**config.mk**
```make
export PLATFORM = sky130hd
export DESIGN_NAME = divider_seq
export DESIGN_NICKNAME = d
export VERILOG_FILES = /design/src/rtl/div_pkg.sv /design/src/rtl/div_step.sv /design/src/rtl/divider_seq.sv
export SDC_FILE = /design/constraint.sdc
export NUM_CORES = 1
export LEC_CHECK = 0
export BUFFER_PORTS_ARGS = -buffer_cell sky130_fd_sc_hd__buf_2
export CAP_MARGIN = 30
export CORE_MARGIN = 5
export CORE_UTILIZATION = 57
export DETAILED_ROUTE_END_ITERATION = 7
export PLACE_DENSITY = 0.82
export REMOVE_ABC_BUFFERS = 1
export SYNTH_ARGS = -nofsm -noshare
export SYNTH_HDL_FRONTEND = slang
export SYNTH_SLANG_ARGS = --single-unit
```
**constraint.sdc**
```tcl
create_clock -name clk -period 3 [get_ports clk]
set_input_delay 0.3 -clock clk [delete_from_list [all_inputs] [get_ports clk]]
set_output_delay 0.3 -clock clk [all_outputs]
set_load 0.1 [all_outputs]
```
**src/rtl/div_pkg.sv**
```systemverilog
// Shared definitions for the sequential restoring divider.
//   state_e    : FSM states (idle, iterating, result-valid pulse)
//   DIV_WIDTH  : default operand/result width
//   cnt_width  : iteration counter width for a given operand width
package div_pkg;

    localparam int unsigned DIV_WIDTH = 16;

    typedef enum logic [1:0] {
        StIdle = 2'd0,
        StRun  = 2'd1,
        StDone = 2'd2
    } state_e;

    // Counter must index 0..w-1; keep at least one bit for degenerate widths.
    function automatic int unsigned cnt_width(input int unsigned w);
        return (w > 1) ? $clog2(w) : 1;
    endfunction

    localparam int unsigned DIV_CNT_W = cnt_width(DIV_WIDTH);

endpackage

```
**src/rtl/div_step.sv**
```systemverilog
// One combinational restoring-division iteration.
// Ports:
//   rem_i     : partial remainder before this step
//   quo_i     : dividend/quotient shift register before this step
//   divisor_i : captured divisor
//   rem_o     : partial remainder after this step
//   quo_o     : shift register after this step (new quotient bit in LSB)
module div_step #(
    parameter int unsigned WIDTH = 16
) (
    input  logic [WIDTH-1:0] rem_i,
    input  logic [WIDTH-1:0] quo_i,
    input  logic [WIDTH-1:0] divisor_i,
    output logic [WIDTH-1:0] rem_o,
    output logic [WIDTH-1:0] quo_o
);

    logic [WIDTH:0] shifted;
    logic [WIDTH:0] trial;

    // Bring the next dividend bit into the remainder, then try subtracting.
    assign shifted = {rem_i, quo_i[WIDTH-1]};
    assign trial   = shifted - {1'b0, divisor_i};

    always_comb begin
        rem_o = shifted[WIDTH-1:0];
        quo_o = {quo_i[WIDTH-2:0], 1'b0};
        // Non-negative trial: keep the difference and record a 1.
        // A shifted remainder that failed is always below the divisor, so its
        // top bit is zero and dropping it is lossless.
        if (!trial[WIDTH]) begin
            rem_o = trial[WIDTH-1:0];
            quo_o = {quo_i[WIDTH-2:0], 1'b1};
        end
    end

endmodule

```
**src/rtl/divider_seq.sv**
```systemverilog
// Multi-cycle unsigned restoring divider, one quotient bit per clock.
// Optional feature macro: DIV_ZERO_FAST_EN (divide-by-zero finishes in one cycle).
// Ports:
//   clk       : clock, rising edge
//   rst       : asynchronous active-high reset
//   start     : request, accepted in idle or in the done cycle
//   dividend  : numerator, sampled on accepted start
//   divisor   : denominator, sampled on accepted start
//   busy      : high while iterating
//   done      : one-cycle pulse when results are valid
//   quotient  : result, held until the next op completes
//   remainder : result, held until the next op completes
//   div_zero  : high when the captured divisor was zero
module divider_seq
    import div_pkg::*;
#(
    parameter int unsigned WIDTH = DIV_WIDTH
) (
    input  logic             clk,
    input  logic             rst,
    input  logic             start,
    input  logic [WIDTH-1:0] dividend,
    input  logic [WIDTH-1:0] divisor,
    output logic             busy,
    output logic             done,
    output logic [WIDTH-1:0] quotient,
    output logic [WIDTH-1:0] remainder,
    output logic             div_zero
);

    localparam int unsigned CntW = cnt_width(WIDTH);
    localparam logic [CntW-1:0] CntLast = CntW'(WIDTH - 1);

    state_e            state_q;
    logic [CntW-1:0]   cnt_q;
    logic [WIDTH-1:0]  work_rem_q;
    logic [WIDTH-1:0]  work_quo_q;
    logic [WIDTH-1:0]  divisor_q;
    logic [WIDTH-1:0]  quotient_q;
    logic [WIDTH-1:0]  remainder_q;
    logic              busy_q;
    logic              done_q;
    logic              div_zero_q;

    logic [WIDTH-1:0]  step_rem;
    logic [WIDTH-1:0]  step_quo;
    logic              divisor_is_zero;

    assign divisor_is_zero = (divisor == '0);

    div_step #(
        .WIDTH (WIDTH)
    ) u_div_step (
        .rem_i     (work_rem_q),
        .quo_i     (work_quo_q),
        .divisor_i (divisor_q),
        .rem_o     (step_rem),
        .quo_o     (step_quo)
    );

    always_ff @(posedge clk or posedge rst) begin
        if (rst) begin
            state_q     <= StIdle;
            cnt_q       <= '0;
            work_rem_q  <= '0;
            work_quo_q  <= '0;
            divisor_q   <= '0;
            quotient_q  <= '0;
            remainder_q <= '0;
            busy_q      <= 1'b0;
            done_q      <= 1'b0;
            div_zero_q  <= 1'b0;
        end else begin
            unique case (state_q)
                StIdle, StDone: begin
                    done_q <= 1'b0;
                    if (start) begin
                        divisor_q  <= divisor;
                        work_rem_q <= '0;
                        work_quo_q <= dividend;
                        cnt_q      <= '0;
                        div_zero_q <= divisor_is_zero;
`ifdef DIV_ZERO_FAST_EN
                        // Zero divisor: the iterations would only shift the
                        // dividend into the remainder, so publish that directly.
                        if (divisor_is_zero) begin
                            quotient_q  <= '1;
                            remainder_q <= dividend;
                            state_q     <= StDone;
                            busy_q      <= 1'b0;
                            done_q      <= 1'b1;
                        end else begin
                            state_q <= StRun;
                            busy_q  <= 1'b1;
                        end
`else
                        state_q <= StRun;
                        busy_q  <= 1'b1;
`endif
                    end else begin
                        state_q <= StIdle;
                    end
                end
                StRun: begin
                    work_rem_q <= step_rem;
                    work_quo_q <= step_quo;
                    cnt_q      <= cnt_q + CntW'(1);
                    // Visible results change only once, on the final iteration.
                    if (cnt_q == CntLast) begin
                        quotient_q  <= step_quo;
                        remainder_q <= step_rem;
                        state_q     <= StDone;
                        busy_q      <= 1'b0;
                        done_q      <= 1'b1;
                    end
                end
                default: begin
                    state_q <= StIdle;
                    busy_q  <= 1'b0;
                    done_q  <= 1'b0;
                end
            endcase
        end
    end

    assign busy      = busy_q;
    assign done      = done_q;
    assign quotient  = quotient_q;
    assign remainder = remainder_q;
    assign div_zero  = div_zero_q;

endmodule

```
==> out/results.md, run 1 <==
| Quantity | This run |
| --- | --- |
| Area of the die | 0.00952 mm2 |
| Finished Layout Cells | 641 |
| Post-synthesis cell type with the largest combined area | sky130_fd_sc_hd__dfrtp_1 |
| Cell at the root of the clock tree | sky130_fd_sc_hd__clkbuf_8 |
| Mapped Area | 0.00437 mm2 |
| Mean instance size in the synthesized netlist | 9.34 um2 |
| Number of nets with antenna violations after routing | 0 |
| Post-route standard cell area excluding fillers | 0.00510 mm2 |
| Detailed Place HPWL | 7.24 mm |
| Starting DRC count in detailed routing | 180 |
| Critical Path AT | 3.20 ns |
| Placed Area | 0.00486 mm2 |
| Post-Syn Instances | 468 |
| Area contributors post-synth | sky130_fd_sc_hd__dfrtp_1, sky130_fd_sc_hd__nand2_1, sky130_fd_sc_hd__ha_1 |
| Max Cap Violations | 0 |
| Number of diodes | 0 |
| Grt total ovfl | 0 |
| Number of placed I/O pins | 70 |
| Footprint of the multi-input gates | 0.00203 mm2 |
| Detailed-router iteration count before antenna repair | 4 |
| Achievable Freq | 347 MHz |
| Number of nets in the layout | 587 |
| Post-synth EDFFs | 0 |
| Die W | 97.6 um |
| Clock net sink count | 88 |
| Count of state elements after synthesis | 88 |
| Count of H-tree levels built during CTS | 3 |
| Asr flop ratio synth | 100% |
| Relative slew slack | 48.9% |
| Maximum root-to-sink buffer count | 2 |
| Number of antenna violations at the first check in global routing | 0 |
| Crit-path max FO | 7 |
| Count of buffers inserted at the top-level ports | 69 |
| Crit share post-route | 96.2% |
| Total placed cells including tap cells | 625 |
| Unrepaired setup endpoints after global routing | false |
| Classification of the worst-slack hold path | in -> async |
| Number of buffers created by CTS | 9 |
| Vias in the first global route | 3559 |
| Initial Utilization | 57.4% |
| Yosys warning total | 0 |
| Element type at the critical path end | register |
| Yosys cell types | 47 |
| Global-route wire length before repair | 16.7 mm |
| Crit path setup slack, layout | 0.115 ns |
| Wire length per cell | 15.7 um |
| Global-route total usage across every layer | 21.7% |
| Die height | 97.6 um |
| Reg area | 0.00220 mm2 |
| Clock Pin Slew Worst Setup and Hold Paths | 0.10 ns |
| Crit Path Category | reg -> reg |
| Clock tree from TritonCTS | done |
| Detailed Route WL | 10.0 mm |
| Transition time at the pin with the least slew margin | 0.765 ns |
| Final count of pins violating max slew | 0 |
| Gp weighted congestion | 0.870 |
| Primary flip-flop cell chosen by synthesis mapping | sky130_fd_sc_hd__dfrtp_1 |
| Final Critical Period | 2.89 ns |
| Count of unresolved DRC violations after routing | 0 |
| Total number of placement rows | 32 |
| Share of post-route cells with drive strength above 1 | 20.8% |
| Area share of the leading cell type in the synthesized netlist | 50.4% |
| Pin count of the biggest net entering global routing | 49 |
| Fin Clk Skew | 0.00947 ns |
| Seq/Total Area, Yosys | 50.4% |
| Setup violations, final | 0 |
| Total vias in the final route | 3594 |
| Worst skew pair latency | 0.37 ns |
| Data required time at the worst endpoint | 3.32 ns |
| Setup Slack @ Placement | 0.0598 ns |
| Synth-to-Final Area Change | 16.7% |
| Final Hold Violating Endpoints | 0 |
| Accumulated negative setup slack | 0 ns |
| DR vias/cell | 5.61 |
| Status | complete, no violations |
| Filler cell count in the final layout | 625 |
| Core region area | 0.00761 mm2 |
| Crit start category | register |
==> final cells by class <==
cell class,instances,area share [%]
Sequential cell,88,43.2
Inverter,20,1.50
Clock buffer,9,2.43
Multi-Input combinational cell,338,39.8
Clock inverter,7,1.60
Tap cell,102,2.50
Timing Repair Buffer,77,8.93
==> layer usage <==
metal  GRT usage, %  wire length, um  up-vias
met5              0                0        -
met3           5.31              587       23
met4           9.37              285        0
met1           28.3             4250     1747
met2           34.5             4920      108
li1               -                -     1716
==> final timing paths <==
check	startpoint	to	slack (ns)	depth (start not counted)
setup / recovery	work_quo_q[15]	remainder[0]	0.11	12
hold / removal	rst	quotient[11]	0.03	2
setup reg to reg	work_quo_q[15]	remainder[0]	0.11	12
hold reg to reg	quotient[4]	quotient[4]	0.48	2
max in group asynchronous	rst	divisor_q[15]	2.29	3
min in group clk	dividend[7]	work_quo_q[7]	0.14	3
==> cells in the mapped netlist, types with 2 or more instances <==
cell,number
sky130_fd_sc_hd__a21o_1,4
sky130_fd_sc_hd__a21oi_1,14
sky130_fd_sc_hd__a221o_1,2
sky130_fd_sc_hd__a221oi_1,2
sky130_fd_sc_hd__a22o_1,2
sky130_fd_sc_hd__a22oi_1,14
sky130_fd_sc_hd__buf_1,2
sky130_fd_sc_hd__clkbuf_1,18
sky130_fd_sc_hd__dfrtp_1,88
sky130_fd_sc_hd__ha_1,17
sky130_fd_sc_hd__inv_1,20
sky130_fd_sc_hd__mux2i_1,15
sky130_fd_sc_hd__nand2_1,141
sky130_fd_sc_hd__nand2b_1,4
sky130_fd_sc_hd__nand3_1,3
sky130_fd_sc_hd__nand4_1,2
sky130_fd_sc_hd__nor2_1,11
sky130_fd_sc_hd__nor2b_1,3
sky130_fd_sc_hd__nor3_1,4
sky130_fd_sc_hd__nor4_1,4
sky130_fd_sc_hd__o211ai_1,3
sky130_fd_sc_hd__o21a_1,3
sky130_fd_sc_hd__o21ai_0,42
sky130_fd_sc_hd__o21ai_1,16
sky130_fd_sc_hd__xnor2_1,8
sky130_fd_sc_hd__xor2_1,5
==> layout by cell type, fill, tap and decap left out, types with 3 or more instances in the layout <==
cell,instances
sky130_fd_sc_hd__o21ai_0,42
sky130_fd_sc_hd__mux2i_2,6
sky130_fd_sc_hd__clkbuf_8,9
sky130_fd_sc_hd__nand2b_1,4
sky130_fd_sc_hd__a21o_1,4
sky130_fd_sc_hd__nor3_1,4
sky130_fd_sc_hd__o211ai_1,3
sky130_fd_sc_hd__nor2_1,10
sky130_fd_sc_hd__nand2_1,141
sky130_fd_sc_hd__ha_1,17
sky130_fd_sc_hd__buf_2,69
sky130_fd_sc_hd__nor4_1,4
sky130_fd_sc_hd__a21oi_1,14
sky130_fd_sc_hd__buf_4,4
sky130_fd_sc_hd__o21a_1,3
sky130_fd_sc_hd__xnor2_1,8
sky130_fd_sc_hd__a22oi_1,14
sky130_fd_sc_hd__clkinvlp_4,3
sky130_fd_sc_hd__mux2i_1,9
sky130_fd_sc_hd__buf_12,4
sky130_fd_sc_hd__dfrtp_1,88
sky130_fd_sc_hd__o21ai_1,16
sky130_fd_sc_hd__nand3_1,3
sky130_fd_sc_hd__xor2_1,5
sky130_fd_sc_hd__inv_1,19
==> critical path, cell delays in order (launching register included) <==
cell	delay [ns]
sky130_fd_sc_hd__dfrtp_1	0.38
sky130_fd_sc_hd__inv_1	0.13
sky130_fd_sc_hd__ha_1	0.17
sky130_fd_sc_hd__inv_1	0.05
sky130_fd_sc_hd__fa_2	0.37
sky130_fd_sc_hd__a211oi_2	0.28
sky130_fd_sc_hd__o21a_4	0.19
sky130_fd_sc_hd__a2111oi_4	0.10
sky130_fd_sc_hd__o311a_4	0.44
sky130_fd_sc_hd__nor2_8	0.12
sky130_fd_sc_hd__buf_12	0.15
sky130_fd_sc_hd__mux2i_2	0.27
sky130_fd_sc_hd__mux2_4	0.18
==> per-stage QoR <==
step	utilization (%)	hold WS [ns]
after detailed placement	63.8	0.457
after floorplan	-	0.405
after global routing	67.0	0.0820
final	67.0	0.0254
after CTS	66.5	0.0502
after global placement	63.8	0.445
==> logic make-up (layout without fill, tap and decap cells) <==
logic type | count (synthesis) | after routing | synth area share, %
AND/OR/NAND/NOR | 179 | 179 | 17.2
AO/OA/AOI/OAI | 112 | 112 | 16.5
flip-flops | 88 | 88 | 50.4
buffers and inverters | 42 | 113 | 4.15
adder cells (fa/ha/maj) | 18 | 18 | 5.33
multiplexers | 16 | 16 | 3.78
XOR/XNOR | 13 | 13 | 2.61
==> state kept, by name, summed over array words and instances, names as in the netlist <==
| register | count |
|---|---|
| busy | 1 |
| cnt_q | 4 |
| div_zero | 1 |
| divisor_q | 16 |
| done | 1 |
| quotient | 16 |
| remainder | 16 |
| state_q | 1 |
| work_quo_q | 16 |
| work_rem_q | 16 |
==> what timing repair did <==
action | 4_1_cts | 5_1_grt
hold buffers | 0 | 0
endpoints found under the hold margin | 0 | 0
buffers inserted | 0 | 0
endpoints found under the setup margin | 0 | 27
resized for setup | 0 | 8
Power of run 1 is not shown: default switching activity piles up to over one toggle a cycle in this logic, so the estimate is an artifact.
==> run 2, diff against run 1 <==
ABC_AREA = 1   (was unset)
CORE_UTILIZATION = 58   (was 57)
PLACE_DENSITY = 0.83   (was 0.82)
==> run 2 against run 1 <==
Final area increased by 9.1%. Non-clock buffer count shrank 2. Worst setup slack better by 0.48 ns. Register-to-register slack better by 0.48 ns. Worst hold slack better by 0.056 ns. Synthesized cell count up 34%. Count of clock-buffer cells in the layout stayed put. Die area increased by 9.0%. Sequential cell count stayed put. Area after synthesis increased by 12%. Critical path depth grew 2. Global-route usage up 1.2 points. Critical path type unchanged. Critical endpoint is now remainder[9]. Highest routed layer unchanged.
==> out/results.md, run 2 <==
| Quantity | This run |
| --- | --- |
| Starting DRC count in detailed routing | 148 |
| Cell at the root of the clock tree | sky130_fd_sc_hd__clkbuf_8 |
| Initial Utilization | 59.6% |
| Total vias in the final route | 4171 |
| Gp weighted congestion | 0.910 |
| Seq/Total Area, Yosys | 45.0% |
| Synth-to-Final Area Change | 13.7% |
| Wire length per cell | 13.6 um |
| Post-synthesis cell type with the largest combined area | sky130_fd_sc_hd__dfrtp_1 |
| Crit-path max FO | 18 |
| Commonest non-fill, non-tap cell in the layout | sky130_fd_sc_hd__nand2_1 |
| Classification of the worst-slack hold path | in -> async |
| Accumulated negative setup slack | 0 ns |
| Detailed-router iteration count before antenna repair | 4 |
| Transition time at the pin with the least slew margin | 0.913 ns |
| Fin Clk Skew | 0.0128 ns |
| Total placed cells including tap cells | 786 |
| Count of H-tree levels built during CTS | 3 |
| Most common cell in the netlist | sky130_fd_sc_hd__nand2_1 |
| Achievable Freq | 416 MHz |
| Mapped Area | 0.00489 mm2 |
| Number of buffers created by CTS | 9 |
| Detailed Route WL | 10.9 mm |
| Area of the die | 0.0104 mm2 |
| Finished Layout Cells | 802 |
| Number of instances resized during post-cts repair | 0 |
| Area share of the leading cell type in the synthesized netlist | 45.0% |
| Mean instance size in the synthesized netlist | 7.83 um2 |
| Max stage delay on crit path | 0.40 ns |
| Detail Route met2 WL | 5.49 mm |
| Number of placed I/O pins | 70 |
| Primary flip-flop cell chosen by synthesis mapping | sky130_fd_sc_hd__dfrtp_1 |
| Most frequent cells in the layout | sky130_fd_sc_hd__nand2_1, sky130_fd_sc_hd__inv_1, sky130_fd_sc_hd__dfrtp_1 |
| WL met3 | 556 um |
| Worst skew pair latency | 0.37 ns |
| Detailed Place HPWL | 8.33 mm |
| Global-route total usage across every layer | 22.9% |
| DR vias/cell | 5.20 |
| Crit Path Category | reg -> reg |
| Relative slew slack | 39.1% |
| Cell with the most instances on the worst path | sky130_fd_sc_hd__nand2_1 |
| Post-synth EDFFs | 0 |
| Count of buffers inserted at the top-level ports | 69 |
| Clock Pin Slew Worst Setup and Hold Paths | 0.09 ns |
| Crit share post-route | 80.2% |
| Number of diodes | 0 |
| Setup violations, final | 0 |
| Slowest-stage cell, CP | sky130_fd_sc_hd__fa_1 |
| Clock net sink count | 88 |
| Yosys warning total | 0 |
| Count of state elements after synthesis | 88 |
| Element type at the critical path end | register |
| Met1 Wirelength | 4.45 mm |
| Critical Path AT | 2.67 ns |
| Reg area | 0.00220 mm2 |
| Yosys cell types | 36 |
| Number of nets in the layout | 745 |
| Final Critical Period | 2.41 ns |
| Crit start category | register |
| Count of unresolved DRC violations after routing | 0 |
| Clock tree from TritonCTS | done |
| Number of antenna violations at the first check in global routing | 0 |
| Maximum root-to-sink buffer count | 2 |
| Max Cap Violations | 0 |
| Final count of pins violating max slew | 0 |
| Footprint of the multi-input gates | 0.00222 mm2 |
| Area contributors post-synth | sky130_fd_sc_hd__dfrtp_1, sky130_fd_sc_hd__nand2_1, sky130_fd_sc_hd__inv_1 |
| Most frequent cells after synthesis | sky130_fd_sc_hd__nand2_1, sky130_fd_sc_hd__inv_1, sky130_fd_sc_hd__dfrtp_1 |
| Final Hold Violating Endpoints | 0 |
| Die height | 102 um |
| Total number of placement rows | 33 |
| Status | complete, no violations |
| Critical Path, Cell by Cell | inv_1, ha_1, inv_1, fa_1, nand2_1, nand2_1, nand3_1, nand2_2, nand2_4, nand3_4, nand2_8, nand2_1, nand3_1, nand2_1 |
| Core region area | 0.00822 mm2 |
| Post-CTS setup buffers | 0 |
| Crit path setup slack, layout | 0.594 ns |
| Die W | 102 um |
| Filler cell count in the final layout | 704 |
| Grt total ovfl | 0 |
| Share of post-route cells with drive strength above 1 | 17.6% |
| Post-Syn Instances | 625 |
| Asr flop ratio synth | 100% |
| Cts-stage hold buffer count | 0 |
| Top metal layer carrying routed signals | met4 |
| Global-route wire length before repair | 18.7 mm |
| Vias in the first global route | 4193 |
| Setup Slack @ Placement | 0.606 ns |
| Data required time at the worst endpoint | 3.26 ns |
| Pin count of the biggest net entering global routing | 54 |
| Number of nets with antenna violations after routing | 0 |
| Unrepaired setup endpoints after global routing | false |
==> run 2: cell count changes in the layout (fill, tap and decap cells not counted), moves of 6 or more <==
cell | previous run | this run
sky130_fd_sc_hd__a22oi_1 | 14 | 0
sky130_fd_sc_hd__inv_1 | 19 | 94
sky130_fd_sc_hd__mux2i_1 | 9 | 0
sky130_fd_sc_hd__mux2i_2 | 6 | 0
sky130_fd_sc_hd__nand2_1 | 141 | 227
sky130_fd_sc_hd__nand2_2 | 0 | 6
sky130_fd_sc_hd__nand2_4 | 0 | 11
sky130_fd_sc_hd__nand3_1 | 3 | 42
sky130_fd_sc_hd__nand3b_1 | 1 | 13
sky130_fd_sc_hd__o21ai_0 | 42 | 25
sky130_fd_sc_hd__o21ai_1 | 16 | 4
sky130_fd_sc_hd__o221ai_1 | 0 | 15
==> run 2: metal layers <==
layer | track usage, % | vias to the layer above
li1 | - | 2094
met5 | 0 | -
met1 | 26.6 | 1932
met2 | 40.8 | 112
met3 | 3.48 | 33
met4 | 11.9 | 0
==> run 2: cell type report <==
cell class | instances | area share, %
timing repair buffer | 75 | 7.24
multi-input combinational | 419 | 39.9
clock buffer | 9 | 2.23
inverter | 99 | 6.70
sequential | 88 | 39.6
clock inverter | 7 | 1.98
tap | 105 | 2.36
==> run 2: per-stage QoR <==
stage	hold WS [ns]	utilization (%)	instance area, um2
after global routing	0.144	67.7	5560
after floorplan	0.410	-	4790
after CTS	0.123	67.7	5560
after global placement	0.432	64.9	5330
after detailed placement	0.452	64.9	5330
final	0.0818	67.7	5560
==> run 2: kinds of logic (layout without fill, tap and decap cells) <==
kind of cell / after synthesis / in the layout / synth area share [%]
adders and majority gates: 18 / 18 / 4.75
DFF: 88 / 88 / 45.0
xor gates and xnor gates: 7 / 7 / 1.25
AOI/OAI and AO/OA: 61 / 61 / 7.87
buffers and inverters: 118 / 190 / 9.66
and+or+nand+nor: 333 / 333 / 31.5
==> run 2: path summary, 6_finish.rpt <==
kind	to	start	cells after the start	slack [ns]
min in group clk	work_quo_q[1]	dividend[1]	3	0.14
setup reg to reg	remainder[9]	work_quo_q[15]	14	0.59
setup / recovery	remainder[9]	work_quo_q[15]	14	0.59
hold / removal	quotient[14]	rst	2	0.08
max in group asynchronous	work_rem_q[15]	rst	3	2.22
hold reg to reg	busy	state_q[0]	1	0.48
==> run 2: critical path, delay by kind of cell (launching register included) <==
| family | cells | cell delay [ns] |
|---|---|---|
| adder cells (fa/ha/maj) | 2 | 0.57 |
| buffers and inverters | 2 | 0.18 |
| flip-flops | 1 | 0.37 |
| AND/OR/NAND/NOR | 10 | 1.19 |
Power of run 2 is left out for the same reason.
==> run 3, diff against run 2 <==
ABC_AREA = 0   (was 1)
CORE_UTILIZATION = 51   (was 58)
PLACE_DENSITY = 0.78   (was 0.83)
clock period = 2.2 ns   (was 3 ns; I/O delays follow)
==> run 3 against run 2 <==
The flow now finishes with violations (setup timing). Routed wire length up 12%. Sequential share of layout area is 2.4 points lower. Worst hold slack worse by 0.0099 ns. Clock skew down 0.00056 ns. Count of clock-buffer cells in the layout unchanged. Core utilization increased by 3.7 points. Worst setup slack worse by 1.1 ns. Register-to-register slack worse by 1.1 ns. First-iteration DRC count rose by 76%. Die area grew 1.4%. Non-clock buffer count is 80 higher. Critical path type unchanged.
==> out/results.md, run 3 (same netlist as run 1, synthesis figures left out) <==
| Quantity | This run |
| --- | --- |
| Status | finished, violations left |
| Failing checks | setup timing |
| Detailed Place HPWL | 8.13 mm |
| Number of placed I/O pins | 70 |
| Critical Path AT | 2.95 ns |
| Commonest non-fill, non-tap cell in the layout | sky130_fd_sc_hd__nand2_1 |
| Cell at the root of the clock tree | sky130_fd_sc_hd__clkbuf_8 |
| Die W | 103 um |
| Pin count of the biggest net entering global routing | 49 |
| Final hold slack | 0.0720 ns |
| Fraction of the core area covered by cells at the end of the flow | 71.4% |
| Die height | 103 um |
| Global-route wire length before repair | 20.1 mm |
| Detailed Route WL | 12.2 mm |
| Finished Layout Cells | 722 |
| Cell with the most instances on the worst path | sky130_fd_sc_hd__inv_2 |
| Max stage delay on crit path | 0.39 ns |
| Crit-path max FO | 6 |
| Count of H-tree levels built during CTS | 3 |
| Crit share post-route | 123% |
| Unrepaired setup endpoints after global routing | true |
| Worst setup path startpoint | work_quo_q[15] |
| Core region area | 0.00830 mm2 |
| Total vias in the final route | 3975 |
| Global-route total usage across every layer | 24.5% |
| Number of buffers created by CTS | 9 |
| Gp weighted congestion | 0.916 |
| Slowest-stage cell, CP | sky130_fd_sc_hd__dfrtp_1 |
| Data required time at the worst endpoint | 2.44 ns |
| Cell type group with the largest total delay on the critical path | compound AO/OA/AOI/OAI gates |
| Final count of pins violating max slew | 0 |
| Crit start category | register |
| Source of the worst register-to-register timing path | work_quo_q[15] |
| Achievable Freq | 370 MHz |
| Share of post-route cells with drive strength above 1 | 34.7% |
| Max Cap Violations | 0 |
| Total number of placement rows | 33 |
| Number of nets in the layout | 665 |
| Slack of the worst reg-to-reg path | -0.50 ns |
| Number of antenna violations at the first check in global routing | 0 |
| Area of the die | 0.0105 mm2 |
| Transition time at the pin with the least slew margin | 0.710 ns |
| Initial Utilization | 52.6% |
| Clock tree from TritonCTS | done |
| Number of nets with antenna violations after routing | 0 |
| Classification of the worst-slack hold path | in -> reg |
| Relative slew slack | 52.6% |
| Final Hold Violating Endpoints | 0 |
| Most frequent cells in the layout | sky130_fd_sc_hd__nand2_1, sky130_fd_sc_hd__dfrtp_1, sky130_fd_sc_hd__buf_4 |
| Count of buffers inserted at the top-level ports | 69 |
| Grt total ovfl | 0 |
| Count of unresolved DRC violations after routing | 0 |
| Crit path setup slack, layout | -0.502 ns |
| Total placed cells including tap cells | 696 |
| Vias in the first global route | 4086 |
| Synth-to-Final Area Change | 35.6% |
| DR vias/cell | 5.51 |
| Critical Path, Cell by Cell | inv_2, ha_4, inv_2, fa_2, a211oi_2, o21a_4, a2111oi_4, o311a_4, nor2_8, buf_12, mux2i_4, o21ai_1 |
| Clock Pin Slew Worst Setup and Hold Paths | 0.10 ns |
| Maximum root-to-sink buffer count | 2 |
| Final Critical Period | 2.70 ns |
| Number of buffer and inverter instances along the worst setup path | 3 |
| Crit Path Category | reg -> reg |
| Wire length per cell | 16.9 um |
| Starting DRC count in detailed routing | 260 |
| Hold path startpoint | divisor[10] |
| Fin Clk Skew | 0.0122 ns |
| Setup violations, final | 34 |
| Worst skew pair latency | 0.36 ns |
| Element type at the critical path end | register |
| Clock net sink count | 88 |
| Detailed-router iteration count before antenna repair | 5 |
run 3: changes by cell type in the layout (fill, tap and decap cells not counted), moves of 5 or more:
cell and delta:
sky130_fd_sc_hd__buf_4 +72, sky130_fd_sc_hd__nand2_1 -86, sky130_fd_sc_hd__nand2_4 -11, sky130_fd_sc_hd__nand3_1 -39, sky130_fd_sc_hd__nand2_2 -6, sky130_fd_sc_hd__xor2_1 +5, sky130_fd_sc_hd__mux2i_4 +9, sky130_fd_sc_hd__o21ai_2 +8
sky130_fd_sc_hd__mux2i_2 +6, sky130_fd_sc_hd__nand3b_1 -12, sky130_fd_sc_hd__o21ai_1 +17, sky130_fd_sc_hd__a22oi_1 +14, sky130_fd_sc_hd__o221ai_1 -15, sky130_fd_sc_hd__inv_1 -77
run 3: cell type report:
type	instances	area (um2)
Fill cell	567	2370
Multi-Input combinational cell	338	2220
Sequential cell	88	2200
Inverter	20	76.3
Timing Repair Buffer	155	1070
Tap cell	105	131
Clock buffer	9	124
Clock inverter	6	92.6
Antenna cell	1	2.50
run 3: routing by layer:
metal	GRT usage [%]	routed length, um	up-vias
li1	-	-	1885
met1	32.9	5120	1933
met2	41.9	6230	134
met3	2.77	573	23
met4	7.87	283	0
met5	0	0	-
run 3: worst min-delay path: stages:
cell and delay, ns:
sky130_fd_sc_hd__buf_2 0.09, sky130_fd_sc_hd__nand2_1 0.04, sky130_fd_sc_hd__o21ai_0 0.06
run 3: worst paths after layout:
check                                end  cells past startpoint
min in group asynchronous    quotient[8]                      3
max reg2reg                 remainder[1]                     12
max                         remainder[1]                     12
max in group asynchronous       div_zero                      4
min reg2reg                  quotient[3]                      2
min                        divisor_q[10]                      3
run 3: metrics by stage:
stage / cell area, um2 / setup slack, ns / TNS [ns]
final: 5920 / -0.502 / -15.10
after global routing: 5920 / -0.581 / -18.37
after CTS: 5770 / -0.473 / -14.39
after detailed placement: 5360 / -0.604 / -18.45
after global placement: 5340 / -0.457 / -14.39
after floorplan: 4260 / -1.12 / -81.87
run 3: repair_timing:
item                                   4_1_cts  5_1_grt
setup endpoints to repair                   34       34
pin swaps                                   12        9
buffers inserted                             6        3
endpoints found under the hold margin       38        0
gates resized for setup                     39       24
cloned                                       1        0
hold buffers                                 1        0
Power of run 3 is left out for the same reason.
